## src/rtl/feeder_pkg.sv

```systemverilog
// Shared constants and types for the systolic row feeder and its skew pipeline.
package feeder_pkg;

  localparam int FPW_DEF = 32;
  localparam logic [FPW_DEF-1:0] FP32_POS_ZERO = 32'h0000_0000;

  typedef enum logic {
    ST_FILL  = 1'b0,
    ST_ISSUE = 1'b1
  } state_t;

  typedef enum logic {
    BANK_A = 1'b0,
    BANK_B = 1'b1
  } bank_t;

endpackage

```

## src/rtl/skew_delay.sv

```systemverilog
// Fixed-latency shift register (valid+data) with async clear; lags one array row DLY cycles behind row 0.
module skew_delay #(
  parameter int W   = 33,
  parameter int DLY = 1
) (
  input  logic         clk,
  input  logic         rstn,
  input  logic [W-1:0] d_in,
  output logic [W-1:0] d_out
);

  logic [W-1:0] sr_q [DLY];
  logic [W-1:0] sr_d [DLY];

  always_comb begin
    sr_d[0] = d_in;
    for (int i = 1; i < DLY; i++) sr_d[i] = sr_q[i-1];
  end

  always_ff @(posedge clk or negedge rstn) begin
    if (!rstn) begin
      for (int i = 0; i < DLY; i++) sr_q[i] <= '0;
    end else begin
      sr_q <= sr_d;
    end
  end

  assign d_out = sr_q[DLY-1];

endmodule

```

## src/rtl/systolic_row_feeder.sv

```systemverilog
// Left-edge operand feeder: buffers a tile of vectors, then replays it with row r lagging row 0 by r cycles.
// FEED_PINGPONG_EN adds a second buffer bank so the next tile fills while the current one issues.
//   state    | meaning
//   ST_FILL  | idle, accepting vectors into the fill bank
//   ST_ISSUE | replaying a tile onto the array (busy)
module systolic_row_feeder
  import feeder_pkg::*;
#(
  parameter int FPW       = FPW_DEF,
  parameter int ROWS      = 4,
  parameter int K_MAX     = 16,
  parameter int ISSUE_GAP = 1
) (
  input  logic                 clk,
  input  logic                 rstn,
  input  logic [ROWS*FPW-1:0]  s_data,
  input  logic                 s_valid,
  input  logic                 s_last,
  output logic                 s_ready,
  output logic [ROWS*FPW-1:0]  m_d,
  output logic [ROWS-1:0]      m_v,
  output logic                 busy,
  output logic                 done,
  output logic                 err_ovf
);

`ifdef FEED_PINGPONG_EN
  localparam bit PP = 1'b1;
`else
  localparam bit PP = 1'b0;
`endif
  localparam int NB = PP ? 2 : 1;
  localparam int AW = $clog2(NB*K_MAX);
  localparam int CW = $clog2(K_MAX+1);
  localparam int GW = $clog2(ISSUE_GAP+1);
  localparam logic [ROWS*FPW-1:0] ZERO_VEC = {ROWS{FPW'(FP32_POS_ZERO)}};

  state_t              state_q, state_d;
  bank_t               fill_bank_q, fill_bank_d, iss_bank_q, iss_bank_d, nxt_bank;
  logic                pend_q, pend_d;
  logic [CW-1:0]       wr_cnt_q, wr_cnt_d, rd_cnt_q, rd_cnt_d, out_cnt_q, out_cnt_d;
  logic [CW-1:0]       len_q [2];
  logic [CW-1:0]       len_d [2];
  logic [GW-1:0]       gap_cnt_q, gap_cnt_d;
  logic                err_ovf_q, err_ovf_d;
  logic                s0_v_q, s0_v_d;
  logic [ROWS*FPW-1:0] s0_d_q, s0_d_d;
  logic [ROWS*FPW-1:0] buf_mem [NB*K_MAX];
  logic                hs, last_hs, done_w;

  function automatic logic [AW-1:0] buf_idx(input bank_t b, input logic [CW-1:0] k);
    return AW'(int'(b) * K_MAX + int'(k));
  endfunction

  assign s_ready = rstn && ((state_q == ST_FILL) || (PP && !pend_q));
  assign hs      = s_valid && s_ready;
  // Reaching the last buffer slot closes the tile even without s_last.
  assign last_hs = hs && (s_last || (wr_cnt_q == CW'(K_MAX-1)));
  assign done_w  = (state_q == ST_ISSUE) && m_v[ROWS-1] &&
                   (out_cnt_q == len_q[iss_bank_q] - CW'(1));

  always_comb begin
    state_d     = state_q;
    fill_bank_d = fill_bank_q;
    iss_bank_d  = iss_bank_q;
    pend_d      = pend_q;
    wr_cnt_d    = wr_cnt_q;
    rd_cnt_d    = rd_cnt_q;
    out_cnt_d   = out_cnt_q;
    len_d       = len_q;
    gap_cnt_d   = gap_cnt_q;
    err_ovf_d   = err_ovf_q;
    s0_v_d      = 1'b0;
    s0_d_d      = ZERO_VEC;
    nxt_bank    = bank_t'(~iss_bank_q);

    if (state_q == ST_ISSUE) begin
      if (m_v[ROWS-1] && !done_w) out_cnt_d = out_cnt_q + CW'(1);
      if (done_w) begin
        if (pend_q) begin
          // Back-to-back: first vector of the pending bank leaves on the edge that ends the current tile.
          iss_bank_d = nxt_bank;
          pend_d     = 1'b0;
          s0_v_d     = 1'b1;
          s0_d_d     = buf_mem[buf_idx(nxt_bank, '0)];
          rd_cnt_d   = CW'(1);
          gap_cnt_d  = GW'(ISSUE_GAP-1);
          out_cnt_d  = '0;
        end else begin
          state_d = ST_FILL;
        end
      end else if (gap_cnt_q != '0) begin
        gap_cnt_d = gap_cnt_q - GW'(1);
      end else if (rd_cnt_q < len_q[iss_bank_q]) begin
        s0_v_d    = 1'b1;
        s0_d_d    = buf_mem[buf_idx(iss_bank_q, rd_cnt_q)];
        rd_cnt_d  = rd_cnt_q + CW'(1);
        gap_cnt_d = GW'(ISSUE_GAP-1);
      end
    end

    if (hs) begin
      wr_cnt_d = wr_cnt_q + CW'(1);
      if (last_hs) begin
        wr_cnt_d           = '0;
        len_d[fill_bank_q] = wr_cnt_q + CW'(1);
        if (!s_last) err_ovf_d = 1'b1;
        if (PP) fill_bank_d = bank_t'(~fill_bank_q);
        if ((state_q == ST_FILL) || (done_w && !pend_q)) begin
          state_d    = ST_ISSUE;
          iss_bank_d = fill_bank_q;
          rd_cnt_d   = '0;
          gap_cnt_d  = '0;
          out_cnt_d  = '0;
        end else begin
          pend_d = 1'b1;
        end
      end
    end
  end

  always_ff @(posedge clk or negedge rstn) begin
    if (!rstn) begin
      state_q     <= ST_FILL;
      fill_bank_q <= BANK_A;
      iss_bank_q  <= BANK_A;
      pend_q      <= 1'b0;
      wr_cnt_q    <= '0;
      rd_cnt_q    <= '0;
      out_cnt_q   <= '0;
      len_q[0]    <= '0;
      len_q[1]    <= '0;
      gap_cnt_q   <= '0;
      err_ovf_q   <= 1'b0;
      s0_v_q      <= 1'b0;
      s0_d_q      <= '0;
    end else begin
      state_q     <= state_d;
      fill_bank_q <= fill_bank_d;
      iss_bank_q  <= iss_bank_d;
      pend_q      <= pend_d;
      wr_cnt_q    <= wr_cnt_d;
      rd_cnt_q    <= rd_cnt_d;
      out_cnt_q   <= out_cnt_d;
      len_q       <= len_d;
      gap_cnt_q   <= gap_cnt_d;
      err_ovf_q   <= err_ovf_d;
      s0_v_q      <= s0_v_d;
      s0_d_q      <= s0_d_d;
    end
  end

  // Tile storage is deliberately left uninitialised by reset.
  always_ff @(posedge clk) begin
    if (hs) buf_mem[buf_idx(fill_bank_q, wr_cnt_q)] <= s_data;
  end

  assign m_v[0]       = s0_v_q;
  assign m_d[FPW-1:0] = s0_d_q[FPW-1:0];

  for (genvar r = 1; r < ROWS; r++) begin : g_skew
    logic [FPW:0] row_out;
    skew_delay #(.W(FPW+1), .DLY(r)) u_skew (
      .clk   (clk),
      .rstn  (rstn),
      .d_in  ({s0_v_q, s0_d_q[r*FPW +: FPW]}),
      .d_out (row_out)
    );
    assign m_v[r]           = row_out[FPW];
    assign m_d[r*FPW +: FPW] = row_out[FPW-1:0];
  end

  assign busy    = (state_q == ST_ISSUE);
  assign done    = done_w;
  assign err_ovf = err_ovf_q;

endmodule

```

## config.mk

```make
export PLATFORM = sky130hd
export DESIGN_NAME = systolic_row_feeder
export DESIGN_NICKNAME = d
export VERILOG_FILES = /design/src/rtl/feeder_pkg.sv /design/src/rtl/skew_delay.sv /design/src/rtl/systolic_row_feeder.sv
export SDC_FILE = /design/constraint.sdc
export NUM_CORES = 2
export LEC_CHECK = 0
export CAP_MARGIN = 40
export CORE_MARGIN = 1
export CORE_UTILIZATION = 50
export CTS_CLUSTER_DIAMETER = 80
export CTS_CLUSTER_SIZE = 14
export DETAILED_ROUTE_END_ITERATION = 6
export GPL_ROUTABILITY_DRIVEN = 0
export HOLD_SLACK_MARGIN = 0.1
export PLACE_DENSITY = 0.76
export SYNTH_ARGS = -nofsm -noshare
export SYNTH_HDL_FRONTEND = slang
export SYNTH_SLANG_ARGS = --single-unit
export TNS_END_PERCENT = 30
```

## constraint.sdc

```tcl
create_clock -name clk -period 11.9 [get_ports clk]
set_input_delay 1.19 -clock clk [delete_from_list [all_inputs] [get_ports clk]]
set_output_delay 1.19 -clock clk [all_outputs]
set_load 0.05 [all_outputs]
```

Word level (Yosys, flattened, before mapping):

Memory sizes are Yosys's and may differ from the RTL's.
Index checks and enable logic that the tools add are counted.

* memories kept: 1
* logic and storage cells: 99
* RAM bits: 2048
* output and inout bits: 136
* bits in latches: 0
* input bits: 132
* flip-flop bits (word level): 352
* ROM bits: 0

Memories
* buf_mem: depth 16, width 128, read ports 2, clocked after Yosys merged registers in 0, wr ports 1, RTL line systolic_row_feeder.sv:48 `logic [ROWS*FPW-1:0] buf_mem [NB*K_MAX];`

* equal/unequal tests: 2
* add/sub/neg operators: 6
* shift operators: 0
* multiply operators: 0
* reduce and logical (&&, ||, !) cells: 13
* magnitude comparators: 2
* mux-type cells: 54
* div/mod/pow operators: 0
* bitwise gates (word level): 4

Operators by type and width (count)
* $mux W128: 5
* $mux W5: 19
* $mux W1: 30
* $add A5 B1 Y5 const B: 3
* $logic_and A1 B1 Y1: 7
* $eq A5 B4 Y1 const B: 1
* $eq A5 B5 Y1: 1
* $lt A5 B5 Y1: 1
* $sub A5 B1 Y5 const B: 1
* $add A1 B4 Y4 const A: 1
* $not A1 Y1: 3
* $reduce_and A3 Y1: 1
* $ge A2 B2 Y1 const B: 1
* $logic_not A1 Y1: 2
* $logic_or A1 B1 Y1: 2
* $not A1 Y2: 1
* $reduce_and A2 Y1: 1
* $sub A1 B1 Y1 const B: 1

Depth between registers and ports, before layout:

* depth in word-level cells: 16
* depth in mapped cells: 12

By module:

Synthesis repeated with hierarchy kept, for this count alone.

* cell total of the unflattened synthesis: 3970
* area, all modules: 89034.1 sq um

By module, submodules not included
* systolic_row_feeder: cells an instance 3772, times used 1, area each 84079.4 sq um, sequential area each 65352.7 sq um
* skew_delay at g_skew[3].u_skew: cells an instance 99, times used 1, area each 2477.4 sq um, sequential area each 2477.4 sq um
* skew_delay at g_skew[2].u_skew: cells an instance 66, times used 1, area each 1651.6 sq um, sequential area each 1651.6 sq um
* skew_delay at g_skew[1].u_skew: cells an instance 33, times used 1, area each 825.8 sq um, sequential area each 825.8 sq um

Least setup slack after synthesis:

No wires, ideal clock.

* kind: input port to flip-flop
* start: input rstn
* end: memory buf_mem[12][0] in the netlist's numbering, enable pin
* cell stages on the path: 5
* arrival: 5.616 ns
* setup time: 0.503 ns
* path slack: 5.781 ns
* path buffers: 1
* data required time: 11.397 ns
* cell sequence: nor2b_1 nand2_1 clkbuf_1 nor2_1 and2_1

* word-level cells in the longest chain between the ends: 4

RTL lines
* start: declaration: RTL line systolic_row_feeder.sv:15 `input logic rstn,`
* $logic_and A1 B1 Y1: RTL line systolic_row_feeder.sv:55 `assign s_ready = rstn && ((state_q == ST_FILL) || (PP && !pend_q));`
* $logic_and A1 B1 Y1: RTL line systolic_row_feeder.sv:56 `assign hs = s_valid && s_ready;`
* $mux W1: RTL line systolic_row_feeder.sv:155 `if (hs) buf_mem[buf_idx(fill_bank_q, wr_cnt_q)] <= s_data;`
* $mux W1 (implied by the code): RTL line systolic_row_feeder.sv:155
* end: declaration: RTL line systolic_row_feeder.sv:48

No other way between the ends.

Final worst setup path:

* start: register iss_bank_q
* end: output done

* word-level cells in the longest chain between the ends: 7

RTL lines
* start: declaration: RTL line systolic_row_feeder.sv:39 `bank_t fill_bank_q, fill_bank_d, iss_bank_q, iss_bank_d, nxt_bank;`
* start signal: assignment: RTL line systolic_row_feeder.sv:140 `iss_bank_q <= iss_bank_d;`
* $not A1 Y2 (implied by the code): RTL line systolic_row_feeder.sv:60 `(out_cnt_q == len_q[iss_bank_q] - CW'(1));`
* $mux W5 (implied by the code) (3 in a row): RTL line systolic_row_feeder.sv:60
* $sub A5 B1 Y5: RTL line systolic_row_feeder.sv:60
* $eq A5 B5 Y1: RTL line systolic_row_feeder.sv:60
* $logic_and A1 B1 Y1: RTL line systolic_row_feeder.sv:59 `assign done_w = (state_q == ST_ISSUE) && m_v[ROWS-1] &&`
* end: declaration: RTL line systolic_row_feeder.sv:23 `output logic done,`

No other way between the ends. The select of a mux whose other input is x is not followed.

==> results by group <==
Global routing
  – Vias in the first global route: 43,340
  – Initial antenna violation count: 35
  – All-Layer GR Usage: between 20% and 30%
  – Largest net degree at the start of global routing: 170
  – First-pass GRT wire length: between 200 and 300 mm
  – Total grt overflow: 0

Pwr
  – Internal Power: around 15 mW
  – VDD IR max: approximately 210 uV
  – Leak pwr: 33.39 nW
  – Switch share: between 20% and 30%
  – Switching Power: between 6 and 7 mW
  – Clock Power Share: 27.3%
  – PwrDens: 217.3 nW/um2
  – Flop pwr share: around 45%
  – Power share of the combinational group: between 20% and 30%
  – Final Power: roughly 22 mW

Cells and area
  – Fin nets: 4,574
  – Area of the multi-input gates: 17,600 um2
  – Final instance area: 101,300 um2
  – Final Non-Filler Cells: 6,954
  – Syn-to-layout area delta: 14.13%
  – FF+latch area: 70,250 um2
  – Share of layout cells above drive strength 1: between 20% and 30%
  – Fillers: 12,410

Logic synthesis
  – Synth area leaders: edfxtp_1, mux4_2, dfrtp_1
  – Yosys top cell area share: between 60% and 70%
  – Dominant cell type by area after synthesis: edfxtp_1
  – Synth warn: 0
  – Avg Cell Area, Syn: 21.88 um2
  – EDFF count, synth: 2,048
  – Post-synthesis sequential area ratio: 79.13%
  – Yosys reg bits: roughly 2,400
  – Fraction of registers with async set/reset: 14.56%
  – Synth cell types: between 40 and 50
  – Synth Instances: 4,057
  – Post-synth top cells: edfxtp_1, mux4_2, dfrtp_1
  – Mapped Nets: between 4,000 and 5,000
  – Dominant synthesized flop cell: edfxtp_1
  – Top-count cell post-synth: edfxtp_1
  – Synthesized area: between 80,000 and 90,000 um2

Detailed routing
  – ANT nets after route: 0
  – Drt pass-1 iters: 7
  – Via-per-instance ratio: between 5 and 6
  – Number of remaining DRC errors: 48
  – WL final: 198.2 mm
  – Via count: around 41,000
  – Routed length per instance: 28.50 um
  – First-iteration detailed-routing DRC count: between 4,000 and 5,000

Clock tree
  – Post-CTS sizing: 0
  – Clock-pin slew of the registers on the worst-case setup and hold paths: around 0.070 ns
  – Hold_buf cts: 0
  – Clk root buf: clkbuf_16
  – Worst skew pair latency: about 0.85 ns
  – TritonCTS buffer count: about 190
  – Max Buffers Root-to-Sink: 3
  – Postcts setup bufs: 0
  – CTS tree: done
  – H-tree depth reported by CTS: 4
  – Clk sink count: 2,397

Die
  – Chip height: about 420 um
  – Core area: roughly 180,000 um2
  – # IOs: approximately 270
  – Die X: between 400 and 500 um
  – Num rows: 154
  – Die area: 179,200 um2
  – Initial core utilization: 50.34%

Worst setup path
  – Critical Path Slowest Stage Cell: clkdlybuf4s50_1
  – Delay-heaviest family, CP: buffers and inverters
  – Setup CP Type: reg2out
  – Crit path max fanout: 12
  – CP startpoint: iss_bank_q
  – Reg-to-reg setup timing slack: 7.46 ns
  – Crit path DAT: between 3 and 4 ns
  – FF-to-FF Start: rd_cnt_q[1]
  – Worst setup EP type: output port
  – Crit path required time: ~11 ns
  – Critical path cell sequence: nand2b_1 > ha_1 > xor2_1 > xnor2_1 > a211oi_1 > nand2_1 > inv_2 > clkdlybuf4s50_1
  – Slowest Stage Delay on Critical Path: ~0.85 ns
  – Startpoint types: flop
  – Crit path buffers/inverters: 2

Placed design
  – # port buffers: around 270
  – Placed Area: ~96,000 um2
  – DP HPWL: 109.5 mm
  – Placed insts: 6,577

Job
  – Total of max-cap violations: 0

Timing
  – Pins Over Slew Limit: 0
  – FMAX: just over 200 MHz
  – RSZ-0062 raised after global routing: no
  – Final Skew: 0.04556 ns
  – Setup TNS: 0 ns
  – Min cycle time layout: between 4 and 5 ns
  – Relative slew slack: roughly a fifth
  – Hold Vio Cnt, Final: 0
  – Worst slew pin tran: about 1.2 ns
  – Final setup vio count: 0
  – Final critical-path share of the clock period: between 40% and 50%

Status
  – Outcome: complete, but fails checks
  – Violated checks: design-rule violations

Worst hold path
  – Worst Hold Class: in2async
[placed cells by master (no fill, tap or decap), drive strengths merged, types with 2 or more instances in the layout]
master	count
nand4	4
nor4b	2
nor3	10
inv	15
clkbuf	343
nor2b	3
nand2	154
o31ai	2
mux2	128
ha	12
diode	15
xnor2	10
nor2	138
and2	14
and3	7
mux4	512
nand2b	5
xor2	3
a21oi	134
dfrtp	349
clkdlybuf4s50	266
buf	127
a211oi	4
nand3	7
nor3b	3
edfxtp	2048
clkinv	10
o21ai	141
mux2i	131
[cells by family after synthesis]
group	share of synthesized area (%)
flops	79.13
compound gates	1.716
xor+xnor	0.1283
fa+ha+maj	0.1692
simple gates	1.654
buf+inv	1.105
mux	16.09
[stage by stage]
| stage | setup slack [ns] | hold slack (ns) | util (%) |
|---|---|---|---|
| after CTS | 6.962 | 0.1805 | 57.43 |
| after global placement | 6.193 | 0.3315 | 53.34 |
| after detailed placement | 7.061 | 0.3347 | 54.17 |
| final | 6.988 | 0.2193 | 57.45 |
| after floorplan | 5.781 | 0.3312 | - |
| after global routing | 6.837 | 0.2019 | 57.45 |
[power groups by stage]
stage                     combinational (mW)  clock, mW  sequential [mW]
final                                   6.16       6.00             9.85
after global routing                    6.57       6.42             9.89
after CTS                               6.24       6.10             9.86
after detailed placement                6.19          0             10.0
after global placement                  5.89          0             10.0
after floorplan                         4.08          0             10.2
[flip-flops by register name, indices dropped and copies added (netlist names), 5 cells and up]
signal and count:
g_skew.u_skew.sr_d 96, rd_cnt_q 5, buf_mem 2048, wr_cnt_q 5
len_q 5, s0_d_q 128, g_skew.u_skew.d_out 99, out_cnt_q 5
[worst paths after layout]
path / depth (start not counted) / end
max: 8 / done
max in group asynchronous: 4 / g_skew[3].u_skew.d_out[24]
min in group clk: 0 / g_skew[3].u_skew.sr_d[5]
max reg2reg: 12 / s0_d_q[81]
min reg2reg: 0 / g_skew[3].u_skew.sr_d[5]
min: 1 / g_skew[2].u_skew.d_out[6]
[routing by layer]
layer  track usage, %  wire [um]
met5                0         60
met1            29.52      75630
met3            3.089      12600
met2            38.71     103300
met4            7.798       6565
[area by class of cell]
type / count / area share (%)
diodes: 15 / 0.03706
clock buffers: 343 / 5.303
clock inverters: 19 / 0.3755
inverters: 7 / 0.02594
multi-input cells: 1440 / 17.38
flip-flops and latches: 2397 / 69.35
well taps: 2340 / 2.890
repair buffers: 393 / 4.637
(Power assumes the default switching activity.)
